===== config.mk =====
export PLATFORM = sky130hd
export DESIGN_NAME = lcd_bus_ctrl
export DESIGN_NICKNAME = d
export VERILOG_FILES = /design/src/rtl/lcd_pkg.sv /design/src/rtl/lcd_timer.sv /design/src/rtl/lcd_bus_ctrl.sv
export SDC_FILE = /design/constraint.sdc
export NUM_CORES = 1
export LEC_CHECK = 0
export CORE_MARGIN = 2
export CORE_UTILIZATION = 45
export CTS_BUF_LIST = sky130_fd_sc_hd__clkbuf_4 sky130_fd_sc_hd__clkbuf_8
export DETAILED_ROUTE_END_ITERATION = 10
export PLACE_DENSITY = 0.79
export SETUP_SLACK_MARGIN = 0.15
export SYNTH_ARGS = -nofsm -noshare
export SYNTH_HDL_FRONTEND = slang
export SYNTH_SLANG_ARGS = --single-unit

===== constraint.sdc =====
create_clock -name i_clk -period 2.16 [get_ports i_clk]
set_input_delay 0.432 -clock i_clk [delete_from_list [all_inputs] [get_ports i_clk]]
set_output_delay 0.432 -clock i_clk [all_outputs]
set_load 0.03 [all_outputs]

===== src/rtl/lcd_pkg.sv =====
// Shared definitions for the HD44780 write-only bus controller:
// FSM state encoding, default phase timings and instruction codes.
package lcd_pkg;

  // Default phase timings in clock cycles.
  localparam int T_PWRUP_DEF     = 750000;
  localparam int T_SETUP_DEF     = 2;
  localparam int T_EN_DEF        = 12;
  localparam int T_HOLD_DEF      = 2;
  localparam int T_EXEC_DEF      = 2500;
  localparam int T_EXEC_LONG_DEF = 82000;

  // Instructions that need the long execution wait.
  localparam logic [7:0] LCD_CLEAR    = 8'h01;
  localparam logic [7:0] LCD_HOME     = 8'h02;
  // Return-home ignores bit 0, so 0x03 is also a home command.
  localparam logic [7:0] LCD_HOME_ALT = 8'h03;

  typedef enum logic [2:0] {
    PWRUP,
    IDLE,
    SETUP,
    PULSE,
    HOLD,
    EXEC
  } lcd_state_e;

  // A phase configured as 0 cycles still lasts one cycle.
  function automatic int eff_cycles(input int t);
    return (t < 1) ? 1 : t;
  endfunction

  function automatic int max2(input int a, input int b);
    return (a > b) ? a : b;
  endfunction

  // Clear and home are slow on the panel; everything else uses the short wait.
  function automatic logic is_long_cmd(input logic rs, input logic [7:0] data);
    return !rs && (data == LCD_CLEAR || data == LCD_HOME || data == LCD_HOME_ALT);
  endfunction

endpackage


===== src/rtl/lcd_timer.sv =====
// Loadable phase down-counter. Counts to zero and stops there;
// o_done is high while the count is zero.
module lcd_timer #(
  parameter int W = 20
) (
  input  logic         i_clk,
  input  logic         i_load,
  input  logic [W-1:0] i_load_val,
  output logic         o_done
);

  logic [W-1:0] cnt;

  // Reload on request, otherwise count down and saturate at zero.
  // NOTE: no reset branch here; the controller asserts i_load during reset,
  // so the counter is initialised through the load path instead.
  always_ff @(posedge i_clk) begin
    if (i_load) begin
      cnt <= i_load_val;
    end else if (cnt != '0) begin
      cnt <= cnt - W'(1);
    end
  end

  assign o_done = (cnt == '0);

endmodule


===== src/rtl/lcd_bus_ctrl.sv =====
// Write-only HD44780 bus controller. Sequences each accepted command through
// setup, enable pulse, hold and execution wait, then reopens for the next one.
module lcd_bus_ctrl
  import lcd_pkg::*;
#(
  parameter int T_PWRUP     = T_PWRUP_DEF,
  parameter int T_SETUP     = T_SETUP_DEF,
  parameter int T_EN        = T_EN_DEF,
  parameter int T_HOLD      = T_HOLD_DEF,
  parameter int T_EXEC      = T_EXEC_DEF,
  parameter int T_EXEC_LONG = T_EXEC_LONG_DEF
) (
  input  logic        i_clk,
  input  logic        i_reset,
  input  logic        i_cmd_vld,
  output logic        o_cmd_rdy,
  input  logic        i_cmd_rs,
  input  logic [7:0]  i_cmd_data,
  input  logic        i_lcd_on,
  output logic [7:0]  o_lcd_data,
  output logic        o_lcd_rs,
  output logic        o_lcd_rw,
  output logic        o_lcd_en,
  output logic        o_lcd_on,
  output logic [31:0] o_io_lcd,
  output logic        o_busy
);

  // Counter only needs to reach the longest phase minus one.
  localparam int MAX_T = max2(max2(max2(eff_cycles(T_PWRUP), eff_cycles(T_SETUP)),
                                   max2(eff_cycles(T_EN),    eff_cycles(T_HOLD))),
                              max2(eff_cycles(T_EXEC), eff_cycles(T_EXEC_LONG)));
  localparam int CW = (MAX_T > 1) ? $clog2(MAX_T) : 1;

  localparam logic [CW-1:0] LD_PWRUP     = CW'(eff_cycles(T_PWRUP) - 1);
  localparam logic [CW-1:0] LD_SETUP     = CW'(eff_cycles(T_SETUP) - 1);
  localparam logic [CW-1:0] LD_EN        = CW'(eff_cycles(T_EN) - 1);
  localparam logic [CW-1:0] LD_HOLD      = CW'(eff_cycles(T_HOLD) - 1);
  localparam logic [CW-1:0] LD_EXEC      = CW'(eff_cycles(T_EXEC) - 1);
  localparam logic [CW-1:0] LD_EXEC_LONG = CW'(eff_cycles(T_EXEC_LONG) - 1);

  lcd_state_e    state;
  lcd_state_e    state_next;
  logic          tmr_load;
  logic [CW-1:0] tmr_val;
  logic          tmr_done;
  logic          accept;

  // A command is taken only when idle; vld only gates register enables.
  assign accept = (state == IDLE) && i_cmd_vld;

  // State register; reset restarts the full power-up wait.
  // NOTE: sequential state uses non-blocking assignments so every register
  // samples the pre-edge values of the others.
  always_ff @(posedge i_clk) begin
    if (!i_reset) begin
      state <= PWRUP;
    end else begin
      state <= state_next;
    end
  end

  // Next-state: each timed phase advances when its counter reaches zero.
  // NOTE: defaults first so no path leaves state_next unassigned (no latch).
  always_comb begin
    state_next = state;
    case (state)
      PWRUP:   if (tmr_done) state_next = IDLE;
      IDLE:    if (i_cmd_vld) state_next = SETUP;
      SETUP:   if (tmr_done) state_next = PULSE;
      PULSE:   if (tmr_done) state_next = HOLD;
      HOLD:    if (tmr_done) state_next = EXEC;
      EXEC:    if (tmr_done) state_next = IDLE;
      default: state_next = PWRUP;
    endcase
  end

  // Reload the phase counter on every state change and while in reset.
  always_comb begin
    tmr_load = 1'b0;
    tmr_val  = '0;
    if (state_next != state) begin
      tmr_load = 1'b1;
      case (state_next)
        PWRUP:   tmr_val = LD_PWRUP;
        SETUP:   tmr_val = LD_SETUP;
        PULSE:   tmr_val = LD_EN;
        HOLD:    tmr_val = LD_HOLD;
        EXEC:    tmr_val = is_long_cmd(o_lcd_rs, o_lcd_data) ? LD_EXEC_LONG : LD_EXEC;
        default: tmr_val = '0;
      endcase
    end
    if (!i_reset) begin
      tmr_load = 1'b1;
      tmr_val  = LD_PWRUP;
    end
  end

  lcd_timer #(
    .W (CW)
  ) u_timer (
    .i_clk      (i_clk),
    .i_load     (tmr_load),
    .i_load_val (tmr_val),
    .o_done     (tmr_done)
  );

  // Latch RS/DATA on acceptance and hold them until the next command.
  always_ff @(posedge i_clk) begin
    if (!i_reset) begin
      o_lcd_rs   <= 1'b0;
      o_lcd_data <= 8'h00;
    end else if (accept) begin
      o_lcd_rs   <= i_cmd_rs;
      o_lcd_data <= i_cmd_data;
    end
  end

  // Panel power follows the request one cycle later, regardless of the FSM.
  always_ff @(posedge i_clk) begin
    if (!i_reset) begin
      o_lcd_on <= 1'b0;
    end else begin
      o_lcd_on <= i_lcd_on;
    end
  end

  // EN and ready decode straight from the state register (glitch-free).
  assign o_lcd_en  = (state == PULSE);
  assign o_cmd_rdy = (state == IDLE);
  assign o_busy    = ~o_cmd_rdy;
  // Write-only: the busy flag is never read back from the panel.
  assign o_lcd_rw  = 1'b0;
  assign o_io_lcd  = {o_lcd_on, 20'b0, o_lcd_en, o_lcd_rs, o_lcd_rw, o_lcd_data};

endmodule


==> flow_metrics.env <==
export IMPL_status="finished with violations"
export IMPL_violations="negative setup slack"
export IMPL_synthFlopType="edfxtp_1"
export IMPL_htreeDepth=2
export IMPL_drive_gt1_share_pct=31.8
export IMPL_initial_core_util_pct=47.8
export IMPL_globalRouteOverflowTotal=0
export IMPL_clkSlewWorstSetupHoldPaths_ps=70
export IMPL_clk_path_buf_depth=2
export IMPL_cts_tree="yes"
export IMPL_hpwl_um=3490
export IMPL_worstPathMaxFanout=3
export IMPL_max_stage_delay_ps=460
export IMPL_syn_area_per_cell_sq_um=9.27
export IMPL_cp_data_arrival_time_ps=2300
export IMPL_fin_hold_ws_ps=505
export IMPL_min_path_cells=2
export IMPL_min_period_ps=2250
export IMPL_routedWlPerCell_um=15.8
export IMPL_crit_family="simple AND/OR/NAND/NOR gates"
export IMPL_synthToLayoutAreaGrowth_pct=43.3
export IMPL_worst_ep_required_time_ps=2200
export IMPL_timing_final_crit_share_pct=104
export IMPL_clock_root_buffer="clkbuf_8"
export IMPL_vias_per_cell=5.22
export IMPL_skew_ps=8.50
export IMPL_grt_pass1_vias=1808
export IMPL_rsz0062_at_grt="yes"
export IMPL_port_buffers=36
export IMPL_setup_slack_ps=-94.2
export IMPL_vias=1864
export IMPL_core_area_sq_um=4440
export IMPL_hp_start="o_lcd_data[2]"
export IMPL_fmax_mhz=444
export IMPL_syn_area_sq_um=2120
export IMPL_setup_violations_final=3
export IMPL_pre_cts_ws_ps=-279
export IMPL_worstHoldEndpoint="o_lcd_data[2]"
export IMPL_fillCellCount=349
export IMPL_leakagePower_uw=0.00115
export IMPL_netlist_instances=229
export IMPL_final_nets=319
export IMPL_r2r_end="u_timer.cnt[6]"
export IMPL_drtIter0Drc=146
export IMPL_synth_enable_flop_cells=20
export IMPL_gp_congestion=0.866
export IMPL_crit_path_end_kind="register"
export IMPL_yosys_warnings=0
export IMPL_ant_nets=0
export IMPL_antenna_found_initial=0
export IMPL_ir_drop_uv=336
export IMPL_die_area_sq_um=5280
export IMPL_start_kind="register"
export IMPL_crit_buf_inv=3
export IMPL_num_rows=24
export IMPL_crit_type="reg -> reg"
export IMPL_route_detailed_drc=0
export IMPL_antenna_cells=0
export IMPL_boundaryPins=59
export IMPL_die_width_um=72.7
export IMPL_synth_async_sr_flop_share_pct=0
export IMPL_cap_violations=0
export IMPL_die_h_um=72.7
export IMPL_slew_violations=0
export IMPL_hold_class="reg -> reg"
export IMPL_reg2regPathDepth=10
export IMPL_track_usage_pct=21.9
export IMPL_power_density_nw_per_um2=420
export IMPL_wl_um=5640
export IMPL_grt_pass1_wl_um=8830
export IMPL_drt_pass1_iterations=4
export IMPL_cp_slowest_cell="or4b_4"
export IMPL_placed_cells=332
export IMPL_ys_types=46
export IMPL_instances_no_fill=357
export IMPL_cp_cell_sequence="inv_2 -> ha_4 -> or4b_4 -> buf_4 -> buf_6 -> nor2_4 -> xnor2_2 -> nor2_1 -> o21ai_1 -> a21boi_1"
export IMPL_clkLatencyLatePin_ps=290
export IMPL_reg2reg_from="u_timer.cnt[1]"
export IMPL_synth_seq_cells=33
export IMPL_grt_max_degree=14
export IMPL_clock_sinks=33
export IMPL_numCtsBuffers=5
export IMPL_hold_viol_final=0
export IMPL_reg2reg_slack_ps=-90
export IMPL_synth_seq_area_share_pct=40.5
==> worst min-delay path, stage by stage (launching register included) <==
cell,delay (ps)
dfxtp_1,330
nand2_1,60
a21boi_0,70
==> how the worst max path moves through the flow <==
| stage | startpoint | cells past startpoint | slack, ps | endpoint |
|---|---|---|---|---|
| global placement | i_cmd_vld | 5 | -260 | u_timer.cnt[18] |
| floorplan | u_timer.cnt[0] | 7 | -40 | u_timer.cnt[14] |
| CTS | u_timer.cnt[1] | 7 | -20 | u_timer.cnt[14] |
| detailed placement | i_cmd_vld | 5 | -280 | u_timer.cnt[2] |
| finish | u_timer.cnt[1] | 10 | -90 | u_timer.cnt[6] |
| global route | u_timer.cnt[1] | 10 | -150 | u_timer.cnt[6] |
==> metal layers <==
layer / global-route usage, % / vias up / wire [um]
met3: 4.42 / 13 / 223
met5: 0 / - / 0
met4: 8.64 / 0 / 115
li1: - / 886 / -
met2: 38.0 / 70 / 3010
met1: 26.7 / 895 / 2290
==> synth_stat cells (4+ instances only) <==
| cell | instances | area share (%) |
|---|---|---|
| a21oi_1 | 4 | 0.94 |
| nand2b_1 | 5 | 1.5 |
| xnor2_1 | 11 | 4.5 |
| nand2_1 | 33 | 5.8 |
| buf_4 | 33 | 12 |
| dfxtp_1 | 13 | 12 |
| nor3_1 | 7 | 1.6 |
| inv_1 | 4 | 0.71 |
| clkbuf_1 | 6 | 1.1 |
| edfxtp_1 | 20 | 28 |
| xor2_1 | 6 | 2.5 |
| nor2_1 | 16 | 2.8 |
| o21ai_0 | 12 | 2.8 |
| a21boi_0 | 11 | 3.9 |
==> per-stage QoR <==
step                cell area (sq um)  utilization, %  setup TNS, ps  power, uW
CTS                              2910            65.5          -17.5       1280
floorplan                        2220               -          -93.4        796
global placement                 2620            58.9          -7100        815
detailed placement               2620            58.9          -7740        816
finish                           3040            68.4           -202       1280
global route                     3040            68.4           -836       1320
==> layout by cell type, fill, tap and decap left out, types with 3 or more instances in the layout <==
| master | instances |
|---|---|
| buf_4 | 41 |
| clkdlybuf4s50_1 | 31 |
| nand2_1 | 30 |
| conb_1 | 22 |
| edfxtp_1 | 20 |
| nor2_1 | 15 |
| dfxtp_1 | 13 |
| xnor2_1 | 9 |
| a21boi_0 | 9 |
| buf_6 | 8 |
| o21ai_1 | 7 |
| nor3_1 | 6 |
| nand2_4 | 5 |
| xor2_1 | 5 |
| o21ai_0 | 5 |
| clkbuf_8 | 5 |
| dlygate4sd2_1 | 5 |
| nor4_4 | 3 |
| nand2b_1 | 3 |
| a21oi_1 | 3 |
==> sequential cells by signal (all words and copies together) (netlist names) <==
signal and flops:
u_timer.cnt 20, o_lcd_data 8, state 3, o_lcd_on 1, o_lcd_rs 1
==> layout make-up <==
class                   instances  area (sq um)  share of cell area [%]
well taps                      52          65.1                    2.14
repair buffers                 85           752                    24.7
clock buffers                   5          68.8                    2.26
flip-flops and latches         33           861                    28.3
clock inverters                 3          12.5                   0.411
multi-input cells             175          1270                    41.7
inverters                       4          15.0                   0.494
==> repair_timing <==
action | in CTS | in global routing
cloned | 4 | 0
hold buffers | 0 | 0
endpoints found under the setup margin | 44 | 43
buffers inserted | 5 | 8
pin swaps | 9 | 16
resized for setup | 37 | 22
==> cell families (layout without fill, tap and decap cells) <==
family	count (synthesis)	in the layout	synth area share (%)
AO/OA/AOI/OAI	42	42	12.8
buffers and inverters	45	97	14.2
AND/OR/NAND/NOR	89	92	24.0
flip-flops	33	33	40.5
other	1	22	0.177
XOR/XNOR	17	17	7.01
adder cells (fa/ha/maj)	2	2	1.18
==> report_power, final <==
group,internal (uW),total [uW],switching (uW)
Combinational,63.3,159,96.0
Clock,217,446,229
Sequential,667,672,4.99
Total,948,1280,330
No activity file was read; power rests on OpenSTA's default activity.
